### config.mk
export PLATFORM = sky130hd
export DESIGN_NAME = axicb_wr_ingress
export DESIGN_NICKNAME = d
export VERILOG_FILES = /design/src/rtl/axicb_wr_ingress.sv
export SDC_FILE = /design/constraint.sdc
export NUM_CORES = 1
export LEC_CHECK = 0
export BUFFER_PORTS_ARGS = -buffer_cell sky130_fd_sc_hd__buf_2
export CAP_MARGIN = 20
export CORE_ASPECT_RATIO = 0.6
export CORE_MARGIN = 3
export CORE_UTILIZATION = 35
export CTS_BUF_LIST = sky130_fd_sc_hd__clkbuf_2 sky130_fd_sc_hd__clkbuf_4 sky130_fd_sc_hd__clkbuf_8
export CTS_CLUSTER_SIZE = 20
export DETAILED_ROUTE_END_ITERATION = 6
export SLEW_MARGIN = 20
export SYNTH_ARGS = -nofsm -noshare
export SYNTH_HDL_FRONTEND = slang
export SYNTH_SLANG_ARGS = --single-unit
### constraint.sdc
create_clock -name aclk -period 3.9 [get_ports aclk]
set_input_delay 0.78 -clock aclk [delete_from_list [all_inputs] [get_ports aclk]]
set_output_delay 0.78 -clock aclk [all_outputs]
set_load 0.03 [all_outputs]
### src/rtl/axicb_wr_ingress.sv
`default_nettype none
// =============================================================================
// axicb_wr_ingress: AW skid buffer, W FIFO and B slice for one write master port.
// Macro AXICB_WR_INGRESS_WGATE_EN holds W beats until their AW has been forwarded.
// Revision: 1.0
// =============================================================================
module axicb_wr_ingress #(
    parameter int AWCH_W          = 8,
    parameter int WCH_W           = 8,
    parameter int BCH_W           = 10,
    parameter int MST_OSTDREQ_NUM = 4,
    parameter int WFIFO_DEPTH     = 8
) (
    input  logic                                       aclk,
    input  logic                                       srst,
    input  logic                                       s_awvalid,
    output logic                                       s_awready,
    input  logic [AWCH_W-1:0]                          s_awch,
    input  logic                                       s_wvalid,
    output logic                                       s_wready,
    input  logic                                       s_wlast,
    input  logic [WCH_W-1:0]                           s_wch,
    output logic                                       s_bvalid,
    input  logic                                       s_bready,
    output logic [BCH_W-1:0]                           s_bch,
    output logic                                       m_awvalid,
    input  logic                                       m_awready,
    output logic [AWCH_W-1:0]                          m_awch,
    output logic                                       m_wvalid,
    input  logic                                       m_wready,
    output logic                                       m_wlast,
    output logic [WCH_W-1:0]                           m_wch,
    input  logic                                       m_bvalid,
    output logic                                       m_bready,
    input  logic [BCH_W-1:0]                           m_bch,
    output logic [$clog2(MST_OSTDREQ_NUM+1)-1:0]       o_ostd_cnt
);

    localparam int                OSTD_W   = $clog2(MST_OSTDREQ_NUM + 1);
    localparam int                PTR_W    = $clog2(WFIFO_DEPTH);
    localparam logic [OSTD_W-1:0] OSTD_MAX = OSTD_W'(MST_OSTDREQ_NUM);

    // ---------------- AW skid buffer ----------------
    logic [1:0]        aw_cnt;
    logic [AWCH_W-1:0] aw_q0;
    logic [AWCH_W-1:0] aw_q1;
    logic              aw_push;
    logic              aw_pop;
    logic [OSTD_W-1:0] ostd_cnt;

    assign s_awready = (aw_cnt != 2'd2) && (ostd_cnt < OSTD_MAX);
    assign aw_push   = s_awvalid && s_awready;
    assign m_awvalid = (aw_cnt != 2'd0);
    assign aw_pop    = m_awvalid && m_awready;
    assign m_awch    = aw_q0;

    always_ff @(posedge aclk) begin
        if (srst) aw_cnt <= 2'd0;
        else      aw_cnt <= aw_cnt + {1'b0, aw_push} - {1'b0, aw_pop};
    end

    // Head entry only changes on a pop or when loading an empty buffer.
    always_ff @(posedge aclk) begin
        if (aw_pop)                            aw_q0 <= (aw_cnt == 2'd2) ? aw_q1 : s_awch;
        else if (aw_push && aw_cnt == 2'd0)    aw_q0 <= s_awch;
        if (aw_push && !aw_pop && aw_cnt == 2'd1) aw_q1 <= s_awch;
    end

    // ---------------- Outstanding counter ----------------
    logic b_out_hs;
    assign b_out_hs   = s_bvalid && s_bready;
    assign o_ostd_cnt = ostd_cnt;

    always_ff @(posedge aclk) begin
        if (srst)                                       ostd_cnt <= '0;
        else if (aw_push && !b_out_hs)                  ostd_cnt <= ostd_cnt + OSTD_W'(1);
        else if (!aw_push && b_out_hs && ostd_cnt != '0) ostd_cnt <= ostd_cnt - OSTD_W'(1);
    end

    // ---------------- W FIFO ----------------
    logic [WCH_W:0]   wmem [WFIFO_DEPTH];
    logic [PTR_W:0]   wr_ptr;
    logic [PTR_W:0]   rd_ptr;
    logic             w_empty;
    logic             w_full;
    logic             w_push;
    logic             w_pop;

    assign w_empty  = (wr_ptr == rd_ptr);
    assign w_full   = (wr_ptr[PTR_W] != rd_ptr[PTR_W]) &&
                      (wr_ptr[PTR_W-1:0] == rd_ptr[PTR_W-1:0]);
    assign s_wready = !w_full;
    assign w_push   = s_wvalid && s_wready;
    assign w_pop    = m_wvalid && m_wready;
    assign {m_wlast, m_wch} = wmem[rd_ptr[PTR_W-1:0]];

    always_ff @(posedge aclk) begin
        if (srst) begin
            wr_ptr <= '0;
            rd_ptr <= '0;
        end else begin
            if (w_push) wr_ptr <= wr_ptr + (PTR_W+1)'(1);
            if (w_pop)  rd_ptr <= rd_ptr + (PTR_W+1)'(1);
        end
    end

    always_ff @(posedge aclk) begin
        if (w_push) wmem[wr_ptr[PTR_W-1:0]] <= {s_wlast, s_wch};
    end

`ifdef AXICB_WR_INGRESS_WGATE_EN
    // One credit per forwarded AW, returned by the last beat of its burst.
    logic [OSTD_W-1:0] aw_credit;
    logic              wlast_hs;
    assign wlast_hs = w_pop && m_wlast;
    assign m_wvalid = !w_empty && (aw_credit != '0);

    always_ff @(posedge aclk) begin
        if (srst)                      aw_credit <= '0;
        else if (aw_pop && !wlast_hs)  aw_credit <= aw_credit + OSTD_W'(1);
        else if (!aw_pop && wlast_hs)  aw_credit <= aw_credit - OSTD_W'(1);
    end
`else
    assign m_wvalid = !w_empty;
`endif

    // ---------------- B register slice ----------------
    logic             b_full;
    logic [BCH_W-1:0] b_data;
    logic             b_load;

    assign m_bready = !b_full || s_bready;
    assign b_load   = m_bvalid && m_bready;
    assign s_bvalid = b_full;
    assign s_bch    = b_data;

    always_ff @(posedge aclk) begin
        if (srst)          b_full <= 1'b0;
        else if (b_load)   b_full <= 1'b1;
        else if (b_out_hs) b_full <= 1'b0;
    end

    always_ff @(posedge aclk) begin
        if (b_load) b_data <= m_bch;
    end

endmodule
`default_nettype wire
==> impl_metrics.csv <==
group,metric,value,unit
sta,fin_crit,2990,ps
yosys,syn_area,4600,um2
layout,final_common_cell,"edfxtp_1",
clock_network,cts_buffers,17,
yosys,netlist.area_leader.share,64.0,%
sta,setup_viol,0,
clock_network,cts_tree,"done",
setup_path,cp-start-kind,"register",
yosys,yosys.area.top_type,"edfxtp_1",
layout,final_cells,523,
layout,layout-drive-gt1-share,42.7,%
sta,tightest_slew,915,ps
sta,slew_violations,0,
setup_path,slowest_delay,920,ps
global_route,grt_max_degree,19,
setup_path,crit_buf_inv,1,
global_route,antenna_found_initial,0,
layout,layout_common_cells,"98 x edfxtp_1, 70 x buf_2, 18 x mux4_2",
setup_path,cp_top_family,"flip-flops",
clock_network,clk_pin_slew,70,ps
yosys,synthCells,255,
global_route,grt_pass1_wl,14.5,mm
flow_run,maxCapViolCount,0,
floorplanning,initial_core_util,36.9,%
floorplanning,io_pins,71,
clock_network,post-cts-setup-buffers,0,
yosys,ys_types,42,
clock_network,clock_sinks,115,
worst_hold_path,worstHoldPathCells,1,
setup_path,cp-end-kind,"primary output",
yosys,ys_seq_area_share,71.4,%
drt,via_per_inst,4.86,
yosys,syn_area_per_cell,18.0,um2
floorplanning,die-height,94.8,um
drt,vias,2540,
clock_network,hold_buffers,0,
sta,relSlewSlack,38.9,%
clock_network,clockRootBuffer,"clkbuf_8",
layout,area_growth,21.4,%
setup_path,crit_chain,"mux4_2 -> mux2_2 -> buf_2",
placed_design,io_buffers,70,
power_and_ir_drop,power_density,587,nW/um2
worst_hold_path,min_from,"m_bch[7]",
drt,wl,9.07,mm
floorplanning,fp.dieW,154,um
worst_hold_path,hp-class,"in -> reg",
sta,finalClockSkew,15.3,ps
drt,drcViolationCount,0,
clock_network,clk_path_buf_depth,2,
power_and_ir_drop,peakVddDrop,0.208,mV
placed_design,placedCellCount,491,
drt,first_iter_violations,118,
yosys,synth.net_count,296,
setup_path,cp.arrival,2210,ps
yosys,synth_seq_cells,115,
clock_network,cts_resized,0,
sta,hold_viol_final,0,
setup_path,reg2reg_depth,5,
clock_network,clkLatencyLatePin,410,ps
sta,fmax,334,MHz
placed_design,place_congestion,0.724,
floorplanning,rows,31,
clock_network,cts_max_level,4,
power_and_ir_drop,leakage,0.00201,uW
setup_path,reg2reg_to,"wmem[6][2]",
setup_path,path_class,"reg -> out",
setup_path,path_max_fanout,18,
global_route,grt_overflow,0,
drt,first_pass_iters,5,
floorplanning,die-area,14600,um2
layout,nets,386,
setup_path,r2r-start,"wr_ptr[1]",
sta,period_share,76.8,%
layout,diodes,0,
placed_design,hpwl,6.22,mm
global_route,grt_pass1_vias,2566,
drt,wl_per_cell,17.3,um
yosys,yosysWarnings,0,
drt,antenna_left,0,
setup_path,crit_required,3120,ps
power_and_ir_drop,finalPower,3280,uW
sta,fin_tns_setup,0,ps
setup_path,reg2reg_slack,1570,ps
global_route,grt.total_usage,13.5,%
yosys,synth_area_leaders,"edfxtp_1 64%, mux4_2 8.8%, dfxtp_1 7.4%",
setup_path,slowest_stage,"dfxtp_1",
sta,rsz0062_at_grt,"no",
worst_hold_path,holdPathEnd,"s_bch[7]",
status,status,"finished, final reports clean",
floorplanning,core,12500,um2
## power breakdown
| group | internal [uW] | leakage, uW | total (uW) | switching (uW) |
|---|---|---|---|---|
| Clock | 622 | 0.000193 | 1070 | 453 |
| Combinational | 267 | 0.000780 | 688 | 420 |
| Sequential | 1450 | 0.00104 | 1510 | 65.3 |
## Yosys cell counts
cell	count
a31oi_1	2
nand4_1	2
or2_2	2
buf_4	2
xnor2_1	2
buf_2	2
xor2_2	3
o311a_1	1
dfxtp_1	17
inv_1	10
a211o_2	1
or2_1	1
o41ai_4	1
o211ai_1	2
nor3_1	4
and3b_1	1
nor4b_1	2
o32ai_1	1
buf_6	1
o21a_1	1
o21ai_0	6
nand3_1	1
nor3b_1	2
mux2i_1	3
xor2_1	4
or3_1	3
ha_1	5
o41ai_2	1
fa_1	1
clkbuf_1	1
a21oi_1	7
buf_1	2
edfxtp_1	98
nor2b_1	3
nand2b_1	3
clkbuf_2	1
nand2_1	8
nor2_1	9
and2_1	2
mux2_2	17
mux4_2	18
nor4_1	2
## layer usage
metal / global-route usage [%] / vias up / part of all wire, % / wire, um
met3: 4.81 / 6 / 5.1 / 461
li1: - / 1180 / - / -
met2: 19.0 / 69 / 44 / 3970
met5: 0 / - / 0 / 0
met1: 18.9 / 1285 / 50 / 4560
met4: 5.44 / 0 / 0.84 / 76
## flip-flops by register name, summed over array words and instances (netlist names), named ones only
signal and flops:
wr_ptr 4, wmem 72, o_ostd_cnt 3, rd_ptr 4, s_bvalid 1, s_bch 10
aw_cnt 2, m_awch 8, aw_q1 8
## worst max-delay path by stage
stage,startpoint,end,slack (ps),cells past startpoint
after floorplan,register,m_wch[0],1480,4
after global placement,register,m_wch[0],1350,3
after detailed placement,register,m_wch[0],1310,3
after CTS,register,m_wch[0],850,3
after global routing,wr_ptr[1],m_wvalid,710,4
final,register,m_wch[0],910,3
## worst register-to-register path, cell delays in order, from the launching register on
cell and delay (ps):
dfxtp_1 600, xor2_2 220, o41ai_4 730, or2_1 230, nor3b_1 60, buf_4 210
## metrics by stage
| stage | instance area (um2) | setup WS (ps) | hold slack, ps | util, % |
|---|---|---|---|---|
| floorplan | 4600 | 1480 | 504 | - |
| global placement | 5200 | 1350 | 525 | 41.7 |
| detailed placement | 5200 | 1310 | 522 | 41.7 |
| CTS | 5580 | 847 | 506 | 44.8 |
| global route | 5580 | 713 | 503 | 44.8 |
| finish | 5580 | 905 | 539 | 44.8 |
## cell families after synthesis
family / after synthesis / share of synthesized area, %
flip-flops: 115 / 71.4
AND/OR/NAND/NOR: 45 / 5.28
multiplexers: 38 / 13.6
AO/OA/AOI/OAI: 23 / 3.75
buffers and inverters: 19 / 1.96
XOR/XNOR: 9 / 2.20
adder cells (fa/ha/maj): 6 / 1.80
## area by class of cell
cell class | count | area, um2
inverter | 10 | 37.5
fill | 1087 | 6870
clock inverter | 14 | 144
tap | 165 | 206
clock buffer | 18 | 241
timing repair buffer | 80 | 425
multi-input combinational | 121 | 1240
sequential | 115 | 3280
Note: power is estimated with default switching activity, not from simulation.
